File: src/rtl/interleave_n_pkg.sv
// interleave_n_pkg
//   Shared definitions for the N-channel interleaver: mode encodings and the
//   drain-state type used by the top level.
package interleave_n_pkg;

  localparam logic MODE_ROTATE = 1'b0;
  localparam logic MODE_BURST  = 1'b1;

  typedef enum logic {
    ST_IDLE  = 1'b0,
    ST_DRAIN = 1'b1
  } state_t;

endpackage

File: src/rtl/interleave_n_next_chan.sv
// interleave_next_chan
//   Combinational search for the first set mask bit at or after a start
//   index, wrapping past NCH-1 back to index 0.
// Ports
//   mask_i   in  NCH  candidate channels
//   start_i  in  CW   search start index (must be < NCH)
//   idx_o    out CW   first set bit at/after start_i, with wrap
//   valid_o  out 1    mask_i had at least one bit set
module interleave_next_chan #(
  parameter  int NCH = 4,
  localparam int CW  = $clog2(NCH)
) (
  input  logic [NCH-1:0] mask_i,
  input  logic [CW-1:0]  start_i,
  output logic [CW-1:0]  idx_o,
  output logic           valid_o
);

  // Scan from farthest to nearest so the nearest hit is the last assignment.
  always_comb begin
    idx_o   = '0;
    valid_o = 1'b0;
    for (int i = NCH - 1; i >= 0; i--) begin
      if (mask_i[(int'(start_i) + i) % NCH]) begin
        idx_o   = CW'((int'(start_i) + i) % NCH);
        valid_o = 1'b1;
      end
    end
  end

endmodule

File: src/rtl/interleave_n.sv
// interleave_n
//   Merges NCH parallel sample channels into one tagged word stream.
//   ROTATE: one word per strobe, cycling through active channels.
//   BURST : a strobe captures all channels; active ones drain on the
//           following clocks, lowest index first.
// Ports
//   clock, reset            clock / synchronous active-high reset
//   enable                  0 holds the block cleared (overrun kept)
//   init                    synchronous re-init, clears overrun too
//   data_in   [NCH*DW]      channel k at [k*DW +: DW]
//   strobe_in               input sample set valid
//   active_mask [NCH]       channel enables; all-zero means channel 0 only
//   mode                    0 rotate, 1 burst
//   data_out/chan_out       interleaved word and its source channel
//   strobe_out/first_out    word valid / word is the frame-start channel
//   overrun                 sticky: strobe dropped while a burst drained
//
// state    | meaning
// ST_IDLE  | no burst pending; strobes handled per mode input
// ST_DRAIN | burst captured; one word emitted per clock from rem
module interleave_n
  import interleave_n_pkg::*;
#(
  parameter  int DW  = 16,
  parameter  int NCH = 4,
  localparam int CW  = $clog2(NCH)
) (
  input  logic              clock,
  input  logic              reset,
  input  logic              enable,
  input  logic              init,
  input  logic [NCH*DW-1:0] data_in,
  input  logic              strobe_in,
  input  logic [NCH-1:0]    active_mask,
  input  logic              mode,
  output logic [DW-1:0]     data_out,
  output logic [CW-1:0]     chan_out,
  output logic              strobe_out,
  output logic              first_out,
  output logic              overrun
);

  logic [NCH-1:0] m_eff;
  logic [DW-1:0]  ch_in [NCH];

  state_t         state_q, state_d;
  logic [CW-1:0]  ptr_q, ptr_d;
  logic [DW-1:0]  shadow_q [NCH];
  logic [DW-1:0]  shadow_d [NCH];
  logic [NCH-1:0] rem_q, rem_d, rem_left;
  logic           first_pend_q, first_pend_d;
  logic           overrun_q, overrun_d;
  logic [DW-1:0]  data_q, data_d;
  logic [CW-1:0]  chan_q, chan_d;
  logic           stb_q, stb_d;
  logic           first_q, first_d;

  logic [CW-1:0]  rot_idx, low_idx, burst_idx;
  logic           rot_valid, low_valid, burst_valid;

  assign m_eff = (active_mask == '0) ? NCH'(1) : active_mask;

  always_comb begin
    for (int k = 0; k < NCH; k++) ch_in[k] = data_in[k*DW +: DW];
  end

  interleave_next_chan #(.NCH(NCH)) u_rot (
    .mask_i(m_eff), .start_i(ptr_q), .idx_o(rot_idx), .valid_o(rot_valid)
  );

  // Lowest active channel, used to flag the frame start in rotate mode.
  interleave_next_chan #(.NCH(NCH)) u_low (
    .mask_i(m_eff), .start_i('0), .idx_o(low_idx), .valid_o(low_valid)
  );

  interleave_next_chan #(.NCH(NCH)) u_burst (
    .mask_i(rem_q), .start_i('0), .idx_o(burst_idx), .valid_o(burst_valid)
  );

  always_comb begin
    state_d      = state_q;
    ptr_d        = ptr_q;
    shadow_d     = shadow_q;
    rem_d        = rem_q;
    rem_left     = rem_q & ~(NCH'(1) << burst_idx);
    first_pend_d = first_pend_q;
    overrun_d    = overrun_q;
    data_d       = data_q;
    chan_d       = chan_q;
    stb_d        = 1'b0;
    first_d      = 1'b0;

    case (state_q)
      ST_IDLE: begin
        if (strobe_in && mode == MODE_ROTATE && rot_valid) begin
          data_d  = ch_in[rot_idx];
          chan_d  = rot_idx;
          stb_d   = 1'b1;
          first_d = low_valid && (rot_idx == low_idx);
          ptr_d   = (rot_idx == CW'(NCH - 1)) ? '0 : rot_idx + CW'(1);
        end else if (strobe_in && mode == MODE_BURST) begin
          shadow_d     = ch_in;
          rem_d        = m_eff;
          first_pend_d = 1'b1;
          state_d      = ST_DRAIN;
        end
      end
      ST_DRAIN: begin
        if (burst_valid) begin
          data_d       = shadow_q[burst_idx];
          chan_d       = burst_idx;
          stb_d        = 1'b1;
          first_d      = first_pend_q;
          first_pend_d = 1'b0;
          rem_d        = rem_left;
        end
        // A strobe landing on the final emission starts the next burst with
        // no idle clock; mode is not re-sampled while draining.
        if (rem_left == '0) begin
          if (strobe_in) begin
            shadow_d     = ch_in;
            rem_d        = m_eff;
            first_pend_d = 1'b1;
          end else begin
            state_d = ST_IDLE;
          end
        end else if (strobe_in) begin
          overrun_d = 1'b1;
        end
      end
      default: state_d = ST_IDLE;
    endcase
  end

  always_ff @(posedge clock) begin
    if (reset || init || !enable) begin
      state_q      <= ST_IDLE;
      ptr_q        <= '0;
      shadow_q     <= '{default: '0};
      rem_q        <= '0;
      first_pend_q <= 1'b0;
      data_q       <= '0;
      chan_q       <= '0;
      stb_q        <= 1'b0;
      first_q      <= 1'b0;
    end else begin
      state_q      <= state_d;
      ptr_q        <= ptr_d;
      shadow_q     <= shadow_d;
      rem_q        <= rem_d;
      first_pend_q <= first_pend_d;
      data_q       <= data_d;
      chan_q       <= chan_d;
      stb_q        <= stb_d;
      first_q      <= first_d;
    end
  end

  // Overrun survives enable=0 so software can still read it after a pause.
  always_ff @(posedge clock) begin
    if (reset || init) overrun_q <= 1'b0;
    else if (enable)   overrun_q <= overrun_d;
  end

  assign data_out   = data_q;
  assign chan_out   = chan_q;
  assign strobe_out = stb_q;
  assign first_out  = first_q;
  assign overrun    = overrun_q;

endmodule
File: config.mk
export PLATFORM = sky130hd
export DESIGN_NAME = interleave_n
export DESIGN_NICKNAME = d
export VERILOG_FILES = /design/src/rtl/interleave_n_pkg.sv /design/src/rtl/interleave_n_next_chan.sv /design/src/rtl/interleave_n.sv
export SDC_FILE = /design/constraint.sdc
export NUM_CORES = 1
export LEC_CHECK = 0
export CORE_MARGIN = 1
export CORE_UTILIZATION = 30
export CTS_BUF_LIST = sky130_fd_sc_hd__clkbuf_4 sky130_fd_sc_hd__clkbuf_8 sky130_fd_sc_hd__clkbuf_16
export DETAILED_ROUTE_END_ITERATION = 16
export HOLD_SLACK_MARGIN = 0.08
export MAX_ROUTING_LAYER = met4
export SLEW_MARGIN = 20
export SYNTH_ARGS = -nofsm -noshare
export SYNTH_HDL_FRONTEND = slang
export SYNTH_SLANG_ARGS = --single-unit
File: constraint.sdc
create_clock -name clock -period 2.4 [get_ports clock]
set_input_delay 0.72 -clock clock [delete_from_list [all_inputs] [get_ports clock]]
set_output_delay 0.72 -clock clock [all_outputs]
set_load 0.05 [all_outputs]
=== Word-level counts from Yosys, hierarchy flattened ===
Index checks and enable logic that the tools add are counted.

* Register bits after elaboration: 93
* Input port bits: 74
* Output and inout port bits: 21
* Logic and storage cells: 136

* Add/subtract/negate cells: 4
* $lt $le $gt $ge: 6
* Equality and inequality tests: 8
* Shift-type cells: 1
* Multiplexer cells: 77
* Bitwise operators: 10
* Reductions and logical operators: 17

{| class="wikitable"
|+ Operators by type and width
! kind !! number
|-
| $mux W64 || 4
|-
| $pmux W64 S2 || 1
|-
| $mux W16 || 6
|-
| $bmux W16 S2 || 2
|-
| $mux W1 || 32
|-
| $pmux W16 S2 || 1
|-
| $mux W2 || 15
|-
| $mux W4 || 6
|-
| $lt A3 B4 Y1 const B || 3
|-
| $bmux W1 S2 || 4
|-
| $logic_not A4 Y1 || 2
|-
| $ne A2 B2 Y1 const B || 4
|-
| $pmux W1 S2 || 4
|-
| $pmux W4 S2 || 1
|-
| $reduce_and A4 Y1 || 2
|-
| $ge A3 B3 Y1 const B || 2
|-
| $not A2 Y3 || 2
|-
| $reduce_and A2 Y1 || 3
|-
| $reduce_or A2 Y1 || 3
|-
| $add A2 B1 Y2 const B || 2
|-
| $add A2 B2 Y2 const B || 2
|-
| $and A4 B4 Y4 || 1
|-
| $logic_and A1 B1 Y1 || 4
|-
| $ne A2 B1 Y1 const B || 2
|-
| other kinds (10) || 15
|}

=== Logic depth before layout (Yosys ltp) ===
Gate-level depths: netlist (run 1).

* Depth in word-level cells: 16
* Mapped depth: 8

=== Cells and area by module ===
Synthesis (run 1) repeated with hierarchy kept, for this count alone.

* Cells, all modules: 520
* Area, all modules: 4,962.3 um2

{| class="wikitable"
|+ Modules (own cells, without submodules)
! module !! instances !! cells each !! area an instance (um2) !! seq. area each (um2)
|-
| interleave_n || 1 || 481 || 4,729.5 || 1,861.8
|-
| interleave_next_chan || 3 || 13 || 77.6 || 0.0
|}

=== Worst setup path before layout (run 1) ===
Ideal clock, no wire load.

* Kind: in2reg
* Start: in active_mask[2]
* End: reg data_q[13], in the netlist data_out[13]
* Library setup time: 0.074 ns
* Arrival time: 1.856 ns
* Required time: 2.326 ns
* Setup slack: 0.470 ns
* Cell stages on the path: 6
* Path buffers: 1
* Path through: nor2b_1 > a221o_1 > a21oi_2 > clkbuf_1 > o21ai_0 > a31oi_1

* Longest elaborated chain between the ends: 15
* Elaborated cells between the ends (all ways): 30
* Classes of those cells: eq/ne (1); mux (25); bitwise (1); reduce/logical (3)

{| class="wikitable"
|+ Ends and longest elaborated chain
! item !! RTL line !! source
|-
| start: declaration || interleave_n.sv:34 || <nowiki>input logic [NCH-1:0] active_mask,</nowiki>
|-
| $logic_not A4 Y1 || interleave_n.sv:61 || <nowiki>assign m_eff = (active_mask == '0) ? NCH'(1) : active_mask;</nowiki>
|-
| $mux W4 (*) || interleave_n.sv:61 ||
|-
| $bmux W1 S2 || interleave_n_next_chan.sv:24 || <nowiki>if (mask_i[(int'(start_i) + i) % NCH]) begin</nowiki>
|-
| $mux W1 (not written as such) (2 in a row) || interleave_n_next_chan.sv:24 ||
|-
| $mux W2 (4 in a row) || interleave_n_next_chan.sv:24 ||
|-
| $not A2 Y3 (not written as such) || interleave_n.sv:96 || <nowiki>data_d = ch_in[rot_idx];</nowiki>
|-
| $bmux W16 S2 || interleave_n.sv:96 ||
|-
| $mux W16 (not written as such) (2 in a row) || interleave_n.sv:96 ||
|-
| $mux W16 || interleave_n.sv:95 || <nowiki>if (strobe_in && mode == MODE_ROTATE && rot_valid) begin</nowiki>
|-
| $pmux W16 S2 || interleave_n.sv:93 || <nowiki>case (state_q)</nowiki>
|-
| end signal: assignment || interleave_n.sv:152 || <nowiki>data_q <= data_d;</nowiki>
|-
| end: declaration || interleave_n.sv:53 || <nowiki>logic [DW-1:0] data_q, data_d;</nowiki>
|}

Mark *: on every way between the ends. The rest lies on a longest branch, timed or not. The select of a mux whose other input is x is not followed.
A chain may end at the register's enable or synchronous reset.

=== Worst setup path after layout (run 1) ===
* Start: reg data_q[3], in the netlist data_out[3]
* End: out data_out[3]

{| class="wikitable"
|+ RTL lines
! item !! RTL line !! source
|-
| end: declaration || interleave_n.sv:36 || <nowiki>output logic [DW-1:0] data_out,</nowiki>
|}

No word-level cell between the ends.

==> results of run 1 <==
per-stage QoR:
stage               power (uW)  worst slack (ns)  cells
floorplan                 1890             0.470    661
global placement          2210            -0.122    952
detailed placement        2200            -0.145    952
CTS                       3780            0.0926    968
global route              3900            0.0622    968
finish                    3760             0.123    968
routing by layer:
layer	up-vias	share of wire	track usage
li1	2488	-	-
met1	2295	0.51	0.301
met2	166	0.42	0.282
met3	11	0.057	0.0244
met4	0	0.011	0.0602
met5	-	0	-
cell families after synthesis:
group                      Yosys count
muxes                                2
xor gates and xnor gates             1
AOI/OAI and AO/OA                  238
and+or+nand+nor                    251
buffers and inverters               75
adders and majority gates            1
DFF                                 93
state kept, by name (all words and copies together) (netlist names):
name / flops
first_out: 1
ptr_q: 2
data_out: 16
overrun: 1
state_q: 1
first_pend_q: 1
strobe_out: 1
chan_out: 2
rem_q: 4
shadow_q: 64
synthesized netlist by cell type, types with 5 or more instances:
| cell | instances | area [um2] |
|---|---|---|
| a211o_1 | 15 | 131 |
| a211oi_1 | 17 | 128 |
| a21boi_0 | 15 | 113 |
| a21oi_1 | 88 | 440 |
| a22oi_1 | 15 | 113 |
| a31oi_1 | 15 | 93.8 |
| and3_1 | 16 | 100 |
| buf_2 | 24 | 120 |
| buf_4 | 6 | 45.0 |
| clkbuf_1 | 24 | 90.1 |
| dfxtp_1 | 93 | 1860 |
| inv_1 | 17 | 63.8 |
| nand2_1 | 168 | 631 |
| nand3_1 | 19 | 95.1 |
| nand3b_1 | 15 | 113 |
| nor2_1 | 11 | 41.3 |
| nor2b_1 | 5 | 31.3 |
| nor3_1 | 6 | 30.0 |
| o21ai_0 | 30 | 150 |
| o21ai_1 | 22 | 110 |
path summary, 6_finish.rpt:
kind	from	end	slack (ns)	depth (start not counted)
max	data_out[3]	data_out[3]	0.12	1
min reg2reg	shadow_q[17]	shadow_q[17]	0.46	2
max reg2reg	rem_q[1]	shadow_q[29]	0.42	7
min	shadow_q[17]	shadow_q[17]	0.46	2
area by class of cell:
| cell class | count | area, um2 | area share |
|---|---|---|---|
| Clock buffer | 11 | 240 | 0.0365 |
| Tap cell | 216 | 270 | 0.0411 |
| Timing Repair Buffer | 133 | 1400 | 0.212 |
| Sequential cell | 93 | 1860 | 0.283 |
| Clock inverter | 5 | 82.6 | 0.0126 |
| Multi-Input combinational cell | 493 | 2660 | 0.404 |
| Inverter | 17 | 63.8 | 0.00970 |
power by group through the flow:
stage | registers (uW) | clock network (uW) | logic [uW]
2_1_floorplan | 1630 | 0 | 265
6_report | 1580 | 1590 | 595
3_3_place_gp | 1610 | 0 | 593
5_1_grt | 1580 | 1680 | 638
4_1_cts | 1580 | 1610 | 593
3_5_place_dp | 1610 | 0 | 591
==> summary.md, run 1 <==
| Metric | Value |
|---|---|
| Status | `complete, no violations` |
| Combinational Power Share | `0.158` |
| Slew of the pin with the lowest slew margin | `0.705 ns` |
| # H-tree levels | `3` |
| DR pass1 iterations | `7` |
| Starting density of the core | `0.307` |
| PostCTS Resize Cnt | `0` |
| Final setup viols | `0` |
| Internal Power | `2790 uW` |
| Required time of the critical path | `1.68 ns` |
| Post-route design area | `0.00658 mm2` |
| Final setup TNS | `0 ns` |
| CP delay by family, top | `buffers and inverters` |
| Vias in the first global route | `4,363` |
| Post-DP Area | `0.00625 mm2` |
| Total Routed Length | `16.2 mm` |
| Final worst path period need | `2.28 ns` |
| Fill cells | `1,644` |
| Post-synth EDFFs | `0` |
| Power Density | `572 mW/mm2` |
| Nets@finish | `821` |
| Clock Sinks | `93` |
| Wire length per cell | `16.8 um` |
| Die ar. | `0.0167 mm2` |
| Total CTS buffers | `9` |
| Post-Synth XOR/XNOR Area | `0.00180` |
| Synth warn | `0` |
| CORE AREA | `0.0158 mm2` |
| Sequential-to-total area share from yosys stat | `0.383` |
| Avg Inst Size Synth | `7.35 um2` |
| Final Hold Vio Count | `0` |
| GRT Residual Overflow | `0` |
| Post-synth top flop | `dfxtp_1` |
| Worst VDD drop | `0.000402 V` |
| DRC | `0` |
| Slew headroom | `0.530` |
| Psw | `972 uW` |
| Post-route clock skew | `0.00603 ns` |
| Fin util | `0.415` |
| Simple-gate area share of the yosys netlist | `0.232` |
| Largest net degree at the start of global routing | `40` |
| Antenna violations before repair | `0` |
| Critical Path AT | `1.56 ns` |
| Commonest non-fill, non-tap cell in the layout | `nand2_1` |
| Seq pwr share | `0.420` |
| Post-Synth Adder-Cell Area | `0.00206` |
| PortBufs | `94` |
| Tot GR Track Use | `0.203` |
| Most frequent cells in the layout | `nand2_1 (167), clkdlybuf4s50_1 (94), dfxtp_1 (92)` |
| Worst setup path category | `reg -> out` |
| Clock power share | `0.422` |
| Final GP Congestion | `0.862` |
| Sw frac | `0.259` |
| Type of origin of the critical path | `flip-flop` |
| Vias per inst | `5.12` |
| Clock latency on the worst-skew pair | `0.35 ns` |
| Syn Nets | `735` |
| Post-synth ARST share | `0` |
| Max-Cap Viols | `0` |
| Unrepaired setup endpoints after global routing | `false` |
| Mapped cell area | `0.00486 mm2` |
| Largest family of logic cells by synthesized area | `compound AO/OA/AOI/OAI gates` |
| Detail Route Antenna Nets | `0` |
| Crit. End Element | `output port` |
| Critical-path cell list | `clkdlybuf4s50_1` |
| Hold Buf Count CTS | `0` |
| Root Buffer Master | `clkbuf_16` |
| Area Overhead vs Synth | `35.4%` |
| Compound-gate portion of the synthesized area | `0.304` |
| Flops & latches, synth | `93` |
| Leakage | `0.00221 uW` |
| Mux share of post-synthesis cell area | `0.00438` |
| Site Rows | `46` |
| Slew Viols, Final | `0` |
| Hold Crit Class | `reg -> reg` |
| Crit path largest cell delay | `0.83 ns` |
| Final cycle utilization of the critical path | `0.949` |
| Worst path bufs/invs | `1` |
| Crit-path max FO | `2` |
| Post-CTS Setup Inserts | `0` |
| Initial DRC Count | `504` |
| Fmax | `439 MHz` |
| Syn Inst Count | `661` |
| Count of cell types in the netlist | `52` |
| Die W | `129 um` |
| CTS tree | `built` |
| I/O pin count | `95` |
| Share of cells above drive strength 1 | `0.0944` |
| CTS max path bufs | `2` |
| Die Y-Extent | `129 um` |
| Hold Slack | `0.455 ns` |
| Worst-path clk slew | `0.06 ns` |
| Vias | `4,960` |
| Global-route wire length before repair | `24.9 mm` |
| N_diodes | `0` |
| CP max-delay cell | `clkdlybuf4s50_1` |
| Hpwl dp | `11.7 mm` |
Power figures use the tool's default switching activity.
==> run 2: changes to the inputs <==
- CTS_CLUSTER_DIAMETER: not set -> 200
==> results of run 2 <==
Final layout, timing and power as in run 1 (identical DEF).
